### src/rtl/pipelined_mux_n.sv
// Registered N-way word multiplexer with valid/ready flow control.
// One output register plus one skid register; sticky bad-select flag.
module pipelined_mux_n #(
    parameter int WIDTH  = 8,
    parameter int NUM_IN = 4,
    parameter int SEL_W  = 2,
    parameter int CNT_W  = 8
) (
    input  logic                    CLK,
    input  logic                    RESET,
    input  logic [NUM_IN*WIDTH-1:0] IN_DATA,
    input  logic [SEL_W-1:0]        SELECT,
    input  logic                    IN_VALID,
    output logic                    IN_READY,
    output logic [WIDTH-1:0]        OUT_DATA,
    output logic                    OUT_VALID,
    input  logic                    OUT_READY,
    output logic                    SEL_ERR,
    input  logic                    ERR_CLR,
    output logic [CNT_W-1:0]        XFER_CNT
);

    typedef enum logic [1:0] {
        EMPTY,
        ONE,
        FULL
    } state_t;

    state_t           state;
    logic [WIDTH-1:0] skid_data;
    logic [WIDTH-1:0] sel_word;
    logic             sel_oob;
    logic             in_acc;
    logic             out_acc;

    // Pick the addressed input; unused codes yield zero.
    always_comb begin
        sel_word = '0;
        for (int k = 0; k < NUM_IN; k++) begin
            if (32'(SELECT) == 32'(k)) begin
                sel_word = IN_DATA[k*WIDTH +: WIDTH];
            end
        end
    end

    // Handshake qualifiers and out-of-range select detect.
    always_comb begin
        sel_oob = 32'(SELECT) >= 32'(NUM_IN);
        in_acc  = IN_VALID & IN_READY;
        out_acc = OUT_VALID & OUT_READY;
    end

    // Occupancy FSM driving the main and skid registers.
    // IN_READY is kept as its own flop so it never sees OUT_READY.
    always_ff @(posedge CLK or posedge RESET) begin
        if (RESET) begin
            state     <= EMPTY;
            OUT_DATA  <= '0;
            OUT_VALID <= 1'b0;
            skid_data <= '0;
            IN_READY  <= 1'b1;
        end else begin
            unique case (state)
                EMPTY: begin
                    if (in_acc) begin
                        OUT_DATA  <= sel_word;
                        OUT_VALID <= 1'b1;
                        state     <= ONE;
                    end
                end
                ONE: begin
                    if (in_acc && out_acc) begin
                        OUT_DATA <= sel_word;
                    end else if (in_acc) begin
                        skid_data <= sel_word;
                        IN_READY  <= 1'b0;
                        state     <= FULL;
                    end else if (out_acc) begin
                        OUT_VALID <= 1'b0;
                        state     <= EMPTY;
                    end
                end
                FULL: begin
                    if (out_acc) begin
                        OUT_DATA <= skid_data;
                        IN_READY <= 1'b1;
                        state    <= ONE;
                    end
                end
                default: begin
                    OUT_VALID <= 1'b0;
                    IN_READY  <= 1'b1;
                    state     <= EMPTY;
                end
            endcase
        end
    end

    // Sticky select error; a new error beats a same-cycle clear.
    always_ff @(posedge CLK or posedge RESET) begin
        if (RESET) begin
            SEL_ERR <= 1'b0;
        end else if (in_acc && sel_oob) begin
            SEL_ERR <= 1'b1;
        end else if (ERR_CLR) begin
            SEL_ERR <= 1'b0;
        end
    end

    // Count words delivered downstream, wrapping freely.
    always_ff @(posedge CLK or posedge RESET) begin
        if (RESET) begin
            XFER_CNT <= '0;
        end else if (out_acc) begin
            XFER_CNT <= XFER_CNT + CNT_W'(1);
        end
    end

endmodule

### config.mk
export PLATFORM = sky130hd
export DESIGN_NAME = pipelined_mux_n
export DESIGN_NICKNAME = d
export VERILOG_FILES = /design/src/rtl/pipelined_mux_n.sv
export SDC_FILE = /design/constraint.sdc
export NUM_CORES = 1
export LEC_CHECK = 0
export BUFFER_PORTS_ARGS = -buffer_cell sky130_fd_sc_hd__buf_2
export CORE_MARGIN = 5
export CORE_UTILIZATION = 48
export CTS_BUF_LIST = sky130_fd_sc_hd__clkbuf_8 sky130_fd_sc_hd__clkbuf_16
export CTS_CLUSTER_DIAMETER = 40
export DETAILED_ROUTE_END_ITERATION = 10
export PLACE_DENSITY = 0.77
export SLEW_MARGIN = 30
export SYNTH_ARGS = -nofsm -noshare
export SYNTH_HDL_FRONTEND = slang
export SYNTH_SLANG_ARGS = --single-unit
### constraint.sdc
create_clock -name CLK -period 2.1 [get_ports CLK]
set_input_delay 0.42 -clock CLK [delete_from_list [all_inputs] [get_ports CLK]]
set_output_delay 0.42 -clock CLK [all_outputs]
set_load 0.01 [all_outputs]
Word level (Yosys, flattened, before mapping). Index checks and enable logic that the tools add are counted. W data, S select, Z words.

Output and inout port bits: 19. Register bits: 28. Input port bits: 39.

Reduce and logical (&&, ||, !) cells: 9. $add $sub $neg: 1. Multiplexer cells: 23. Bitwise logic cells: 5. Eq/ne operators: 13.

Operators by type and width (number): $mux W8 (7); $pmux W8 S3 (1); $ne A2 B2 Y1 const B (7); $reduce_and A4 Y1 (3); $mux W2 (5); $add A8 B1 Y8 const B (1); $mux W1 (7); $eq A2 B2 Y1 const B (3); $pmux W1 S3 (2); $pmux W2 S3 (1); $reduce_and A5 Y1 (1); $eq A2 B1 Y1 const B (2); $logic_not A2 Y1 (2); $ne A3 B3 Y1 const B (1); $not A1 Y1 (3); $reduce_and A3 Y1 (1); $reduce_bool A3 Y1 (1); $and A1 B1 Y1 (2); $logic_and A1 B1 Y1 (1).

Logic depth before layout (Yosys ltp).
Word-level depth: 7. Mapped depth: 6.

Worst setup path before layout. Ideal clock, no wire load.

Path type: input to register. From: input port SELECT[0]. To: register skid_data[4]. Library setup time: 0.125 ns. Stages: 6. Path slack: 0.504 ns. Buffers on the path: 2. Arrival time: 1.470 ns. Path through: buf_2 -> buf_6 -> mux2_2 -> nor2_1 -> a21oi_1 -> mux2_4.

Cells in the longest elaborated chain, start to end: 5. Elaborated cells on any way between the ends: 8.

RTL lines: start: declaration (line 12) `input logic [SEL_W-1:0] SELECT,`; $logic_not A2 Y1 (line 40) `if (32'(SELECT) == 32'(k)) begin`; $mux W8 (3 in a row) (line 40); $mux W8 (*) (line 40); end signal: assignment (line 75) `skid_data <= sel_word;`; end: declaration (line 30) `logic [WIDTH-1:0] skid_data;`.

Mark *: on every way between the ends. The rest lies on a longest branch, timed or not. A chain may end at the register's enable or synchronous reset.

Worst setup path after layout.
From: register OUT_VALID. To: register skid_data[5].

Cells in the longest elaborated chain, start to end: 4.

RTL lines: start: declaration (line 16) `output logic OUT_VALID,`; start signal: assignment (line 59) `OUT_VALID <= 1'b0;`; start signal: assignment (line 67) `OUT_VALID <= 1'b1;`; start signal: assignment (line 79) `OUT_VALID <= 1'b0;`; $and A1 B1 Y1 (line 50) `out_acc = OUT_VALID & OUT_READY;`; $logic_and A1 B1 Y1 (line 72) `if (in_acc && out_acc) begin`; $not A1 Y1 (no source line); $reduce_and A3 Y1 (no source line).

Every way passes these cells.

==> results <==
- Using the TritonRoute via totals, the vias-per-cell ratio works out to 5.12.
- The final-stage net count is 247.
- The root cell of the clock tree is sky130_fd_sc_hd__clkbuf_8.
- After routing the design area is 0.00196 mm².
- The synthesized-area fraction occupied by ao, oa, aoi and oai cells is 9.51%.
- In this run, synthesis produced a sequential element count of 28.
- 58 I/O pins were placed.
- Setup repair after global routing left no endpoint under its margin.
- Clock skew on the completed layout was measured at 2.46 ps.
- The number of max-cap violations is 0.
- Summing the areas of all xor and xnor instances in the mapped netlist gives 4.29% of the synthesized area.
- The worst register-to-register path begins at OUT_VALID.
- The signal on the critical path passes through nand2_4 -> nand2_2 -> or3_1 -> mux2_4.
- The number of placed instances, taps included is 248.
- The category of the worst setup path launch point is a flop.
- The type of the setup path with the least slack is flop to flop.
- The final-report setup violation count is 0.
- The detailed router's first-iteration violation count is 52.
- The clock slew at the register clock pins of the worst setup and hold paths is 90 ps.
- Entering global routing, the biggest net connects 29 pins.
- The core region is 0.00331 mm².
- The number of failing hold endpoints at the final stage was 0.
- The number of port buffers is 55.
- Timing would allow up to 0.565 GHz.
- In this run the power density over the cells is 921 mW/mm².
- Once layout is complete, the cells apart from fillers number 252.
- Power comes to 1.81 mW.
- Summing over every cut layer, the via total after detailed routing is 1,290.
- The die covers 0.00466 mm².
- The number of antenna violations at the first check in global routing is 0.
- The number of buffers and inverters on the critical path is 0.
- In this run, post-CTS repair resized a total of 0 instances.
- The first-pass GRT wire length is 5470 µm.
- After global routing the overflow that remains totals 0.
- The number of routed nets with antenna violations is 0.
- The final-report max-slew violation count came to 0.
- The y dimension of the die is 68.3 µm.
- 0 antenna diodes ended up in the layout.
- The wire length reported by the detailed router is 3330 µm.
- The proportion of synthesized chip area in sequential cells is 43.0%.
- The maximum net fanout on the critical path is 9.
- STA puts the critical path data required time at 2270 ps.
- The final total negative setup slack is 0 ps.
- The fraction of the mapped netlist area in adder cells is 0.767%.
- The first detailed-routing pass ran for 4 iterations.
- Global routing used 15.6% of the available tracks across all layers.
- Multiplexer cells account for 23.4% of the synthesized area.
- The global placement routability congestion is 0.705.
- The number of buffers created by CTS is 3.
- The HPWL after detailed placement is 2510 µm.
- The quantity of hold-fixing buffers added after cts is 0.
- The worst register-to-register path has a setup slack of 330 ps.
- The area growth from synthesis to layout is 20.2%.
- In the routed design, unresolved DRC markers number 0.
- TritonCTS built the clock tree.
- The path type of the worst min-delay path is input pin to asynchronous set/reset pin.
- The count of clock tree sinks is 28.
- CTS built an H-tree with a depth of 1.
- Counting cells, the worst reg-to-reg path comes to 4.
- Dividing the final minimum period by the clock period gives 84.2%.
- The clock latency reported for the late side of the worst-skew pair is 280 ps.
- The endpoint of the most critical register-to-register path is skid_data[5].
- The die outline width is 68.3 µm.
- The mean cell area of the mapped netlist is 10.5 µm².
- The initial cell density of the core is 49.3%.
- The start point of the critical path is OUT_VALID.
- For the finished layout, the period the worst path requires is 1770 ps.
- The longest individual stage delay on the worst path is 580 ps.
- In this run the core area contains 21 standard-cell rows.
- By area, the combinational part of the netlist is dominated by multiplexers.
- STA classifies the critical path endpoint as a flop.
- The maximum buffer depth of the clock tree is 2.
- The average wire per cell in the routed design is 13.2 µm.
- The number of instances in the synthesized netlist is 155.
- Final hold analysis gives a worst-case slack of 183 ps.
- The area share of the leading cell type in the synthesized netlist is 41.4%.
- The standby leakage power is 1.06 nW.
- Of the cells placed in the final design, the portion with a size suffix greater than 1 is 39.8%.
- Summing every instance area after synthesis gives 0.00163 mm².
- The Yosys warning count is 0.
- The placed cell area is 0.00191 mm².
- Ranked by total cell area, the synthesized netlist is headed by sky130_fd_sc_hd__dfrtp_1, sky130_fd_sc_hd__mux2i_1, sky130_fd_sc_hd__mux2_4.
- The cell at the slowest stage of the critical path is sky130_fd_sc_hd__or3_1.
- The synthesized-area fraction occupied by and/or/nand/nor cells is 10.8%.
- Of all cell types, the one taking the most synthesized area is sky130_fd_sc_hd__dfrtp_1.
- In this run the post-CTS setup repair buffer count came out at 0.
- The flow ran to the end, and the final reports show no timing, DRC or antenna violations.
- Data on the critical path arrives at its endpoint at 1940 ps.
- Among cell families on the critical path, the largest total delay comes from simple AND/OR/NAND/NOR gates.
- The number of global-route vias before repair was 1,227.
- The worst-case IR drop observed on VDD is 0.477 mV.
- The number of distinct library cells after synthesis is 30.
- The number of nets produced by synthesis is 195.
## state kept, by name, indices dropped and copies added, names as in the netlist
register,flops
skid_data,8
XFER_CNT,8
IN_READY,1
state,2
OUT_DATA,8
OUT_VALID,1
## worst register-to-register path: stages, from the launching register on
cell and delay (ps):
sky130_fd_sc_hd__dfrtp_1 490, sky130_fd_sc_hd__nand2_4 140, sky130_fd_sc_hd__nand2_2 70, sky130_fd_sc_hd__or3_1 580, sky130_fd_sc_hd__mux2_4 380
## power breakdown
group          switching, mW  internal, mW  leakage (nW)
clock network          0.169         0.168        0.0288
registers              0.133         0.732         0.341
logic                  0.281         0.324         0.688
## per-stage QoR
stage	utilization, %	setup WS (ps)
after floorplan	-	504
final	59.2	331
after CTS	59.2	327
after global placement	57.6	289
after global routing	59.2	265
after detailed placement	57.6	272
## synth_stat cells
library cell                      n
sky130_fd_sc_hd__a21oi_1         10
sky130_fd_sc_hd__a22oi_1          1
sky130_fd_sc_hd__and2_1           1
sky130_fd_sc_hd__buf_1            1
sky130_fd_sc_hd__buf_2            4
sky130_fd_sc_hd__buf_4            3
sky130_fd_sc_hd__buf_6            2
sky130_fd_sc_hd__conb_1           1
sky130_fd_sc_hd__dfrtp_1         27
sky130_fd_sc_hd__dfstp_2          1
sky130_fd_sc_hd__dlymetal6s2s_1   1
sky130_fd_sc_hd__ha_1             1
sky130_fd_sc_hd__inv_1           13
sky130_fd_sc_hd__mux2_2           9
sky130_fd_sc_hd__mux2_4           8
sky130_fd_sc_hd__mux2i_1         16
sky130_fd_sc_hd__nand2_1          3
sky130_fd_sc_hd__nand2_2          1
sky130_fd_sc_hd__nand2_4          1
sky130_fd_sc_hd__nand2b_1         2
sky130_fd_sc_hd__nand3_1         12
sky130_fd_sc_hd__nand4_1          2
sky130_fd_sc_hd__nor2_1          12
sky130_fd_sc_hd__nor3_1           1
sky130_fd_sc_hd__o21ai_0          3
sky130_fd_sc_hd__o221ai_1         8
sky130_fd_sc_hd__o22ai_1          2
sky130_fd_sc_hd__or3_1            1
sky130_fd_sc_hd__xnor2_1          6
sky130_fd_sc_hd__xor2_1           2
## cell usage in the layout (no fill, tap or decap), types with 2 or more instances in the layout
cell type                   n
sky130_fd_sc_hd__a21oi_1   10
sky130_fd_sc_hd__buf_2     55
sky130_fd_sc_hd__buf_4      3
sky130_fd_sc_hd__clkbuf_8   4
sky130_fd_sc_hd__dfrtp_1   27
sky130_fd_sc_hd__inv_1     13
sky130_fd_sc_hd__mux2_2     9
sky130_fd_sc_hd__mux2_4     8
sky130_fd_sc_hd__mux2i_1   16
sky130_fd_sc_hd__nand2_1    3
sky130_fd_sc_hd__nand2b_1   2
sky130_fd_sc_hd__nand3_1   12
sky130_fd_sc_hd__nand4_1    2
sky130_fd_sc_hd__nor2_1    12
sky130_fd_sc_hd__o21ai_0    3
sky130_fd_sc_hd__o221ai_1   8
sky130_fd_sc_hd__o22ai_1    2
sky130_fd_sc_hd__xnor2_1    6
sky130_fd_sc_hd__xor2_1     2
## routing by layer
layer | global-route usage (%) | share of wire [%] | up-vias
met5 | 0 | 0 | -
li1 | - | - | 639
met1 | 21.9 | 46 | 595
met2 | 23.7 | 44 | 47
met3 | 2.63 | 7.1 | 9
met4 | 6.70 | 2.4 | 0
## how the worst max path moves through the flow
stage	end	slack, ps	cells after the start
after floorplan	skid_data[4]	500	6
after global placement	skid_data[6]	290	5
after detailed placement	skid_data[5]	270	5
after CTS	skid_data[5]	330	4
after global routing	skid_data[6]	270	4
final	skid_data[5]	330	4
## layout make-up
class / instances / area, µm²
flip-flops and latches: 28 / 702
fillers: 309 / 1350
multi-input cells: 103 / 800
clock buffers: 4 / 55.1
repair buffers: 58 / 298
inverters: 13 / 48.8
well taps: 46 / 57.6
## kinds of logic (layout without fill, tap and decap cells)
logic type               count (synthesis)  in the layout
AO/OA/AOI/OAI                           24             24
XOR/XNOR                                 8              8
adder cells (fa/ha/maj)                  1              1
buffers and inverters                   24             75
flip-flops                              28             28
multiplexers                            33             33
other                                    1              1
AND/OR/NAND/NOR                         36             36
Note: power is estimated with default switching activity, not from simulation.
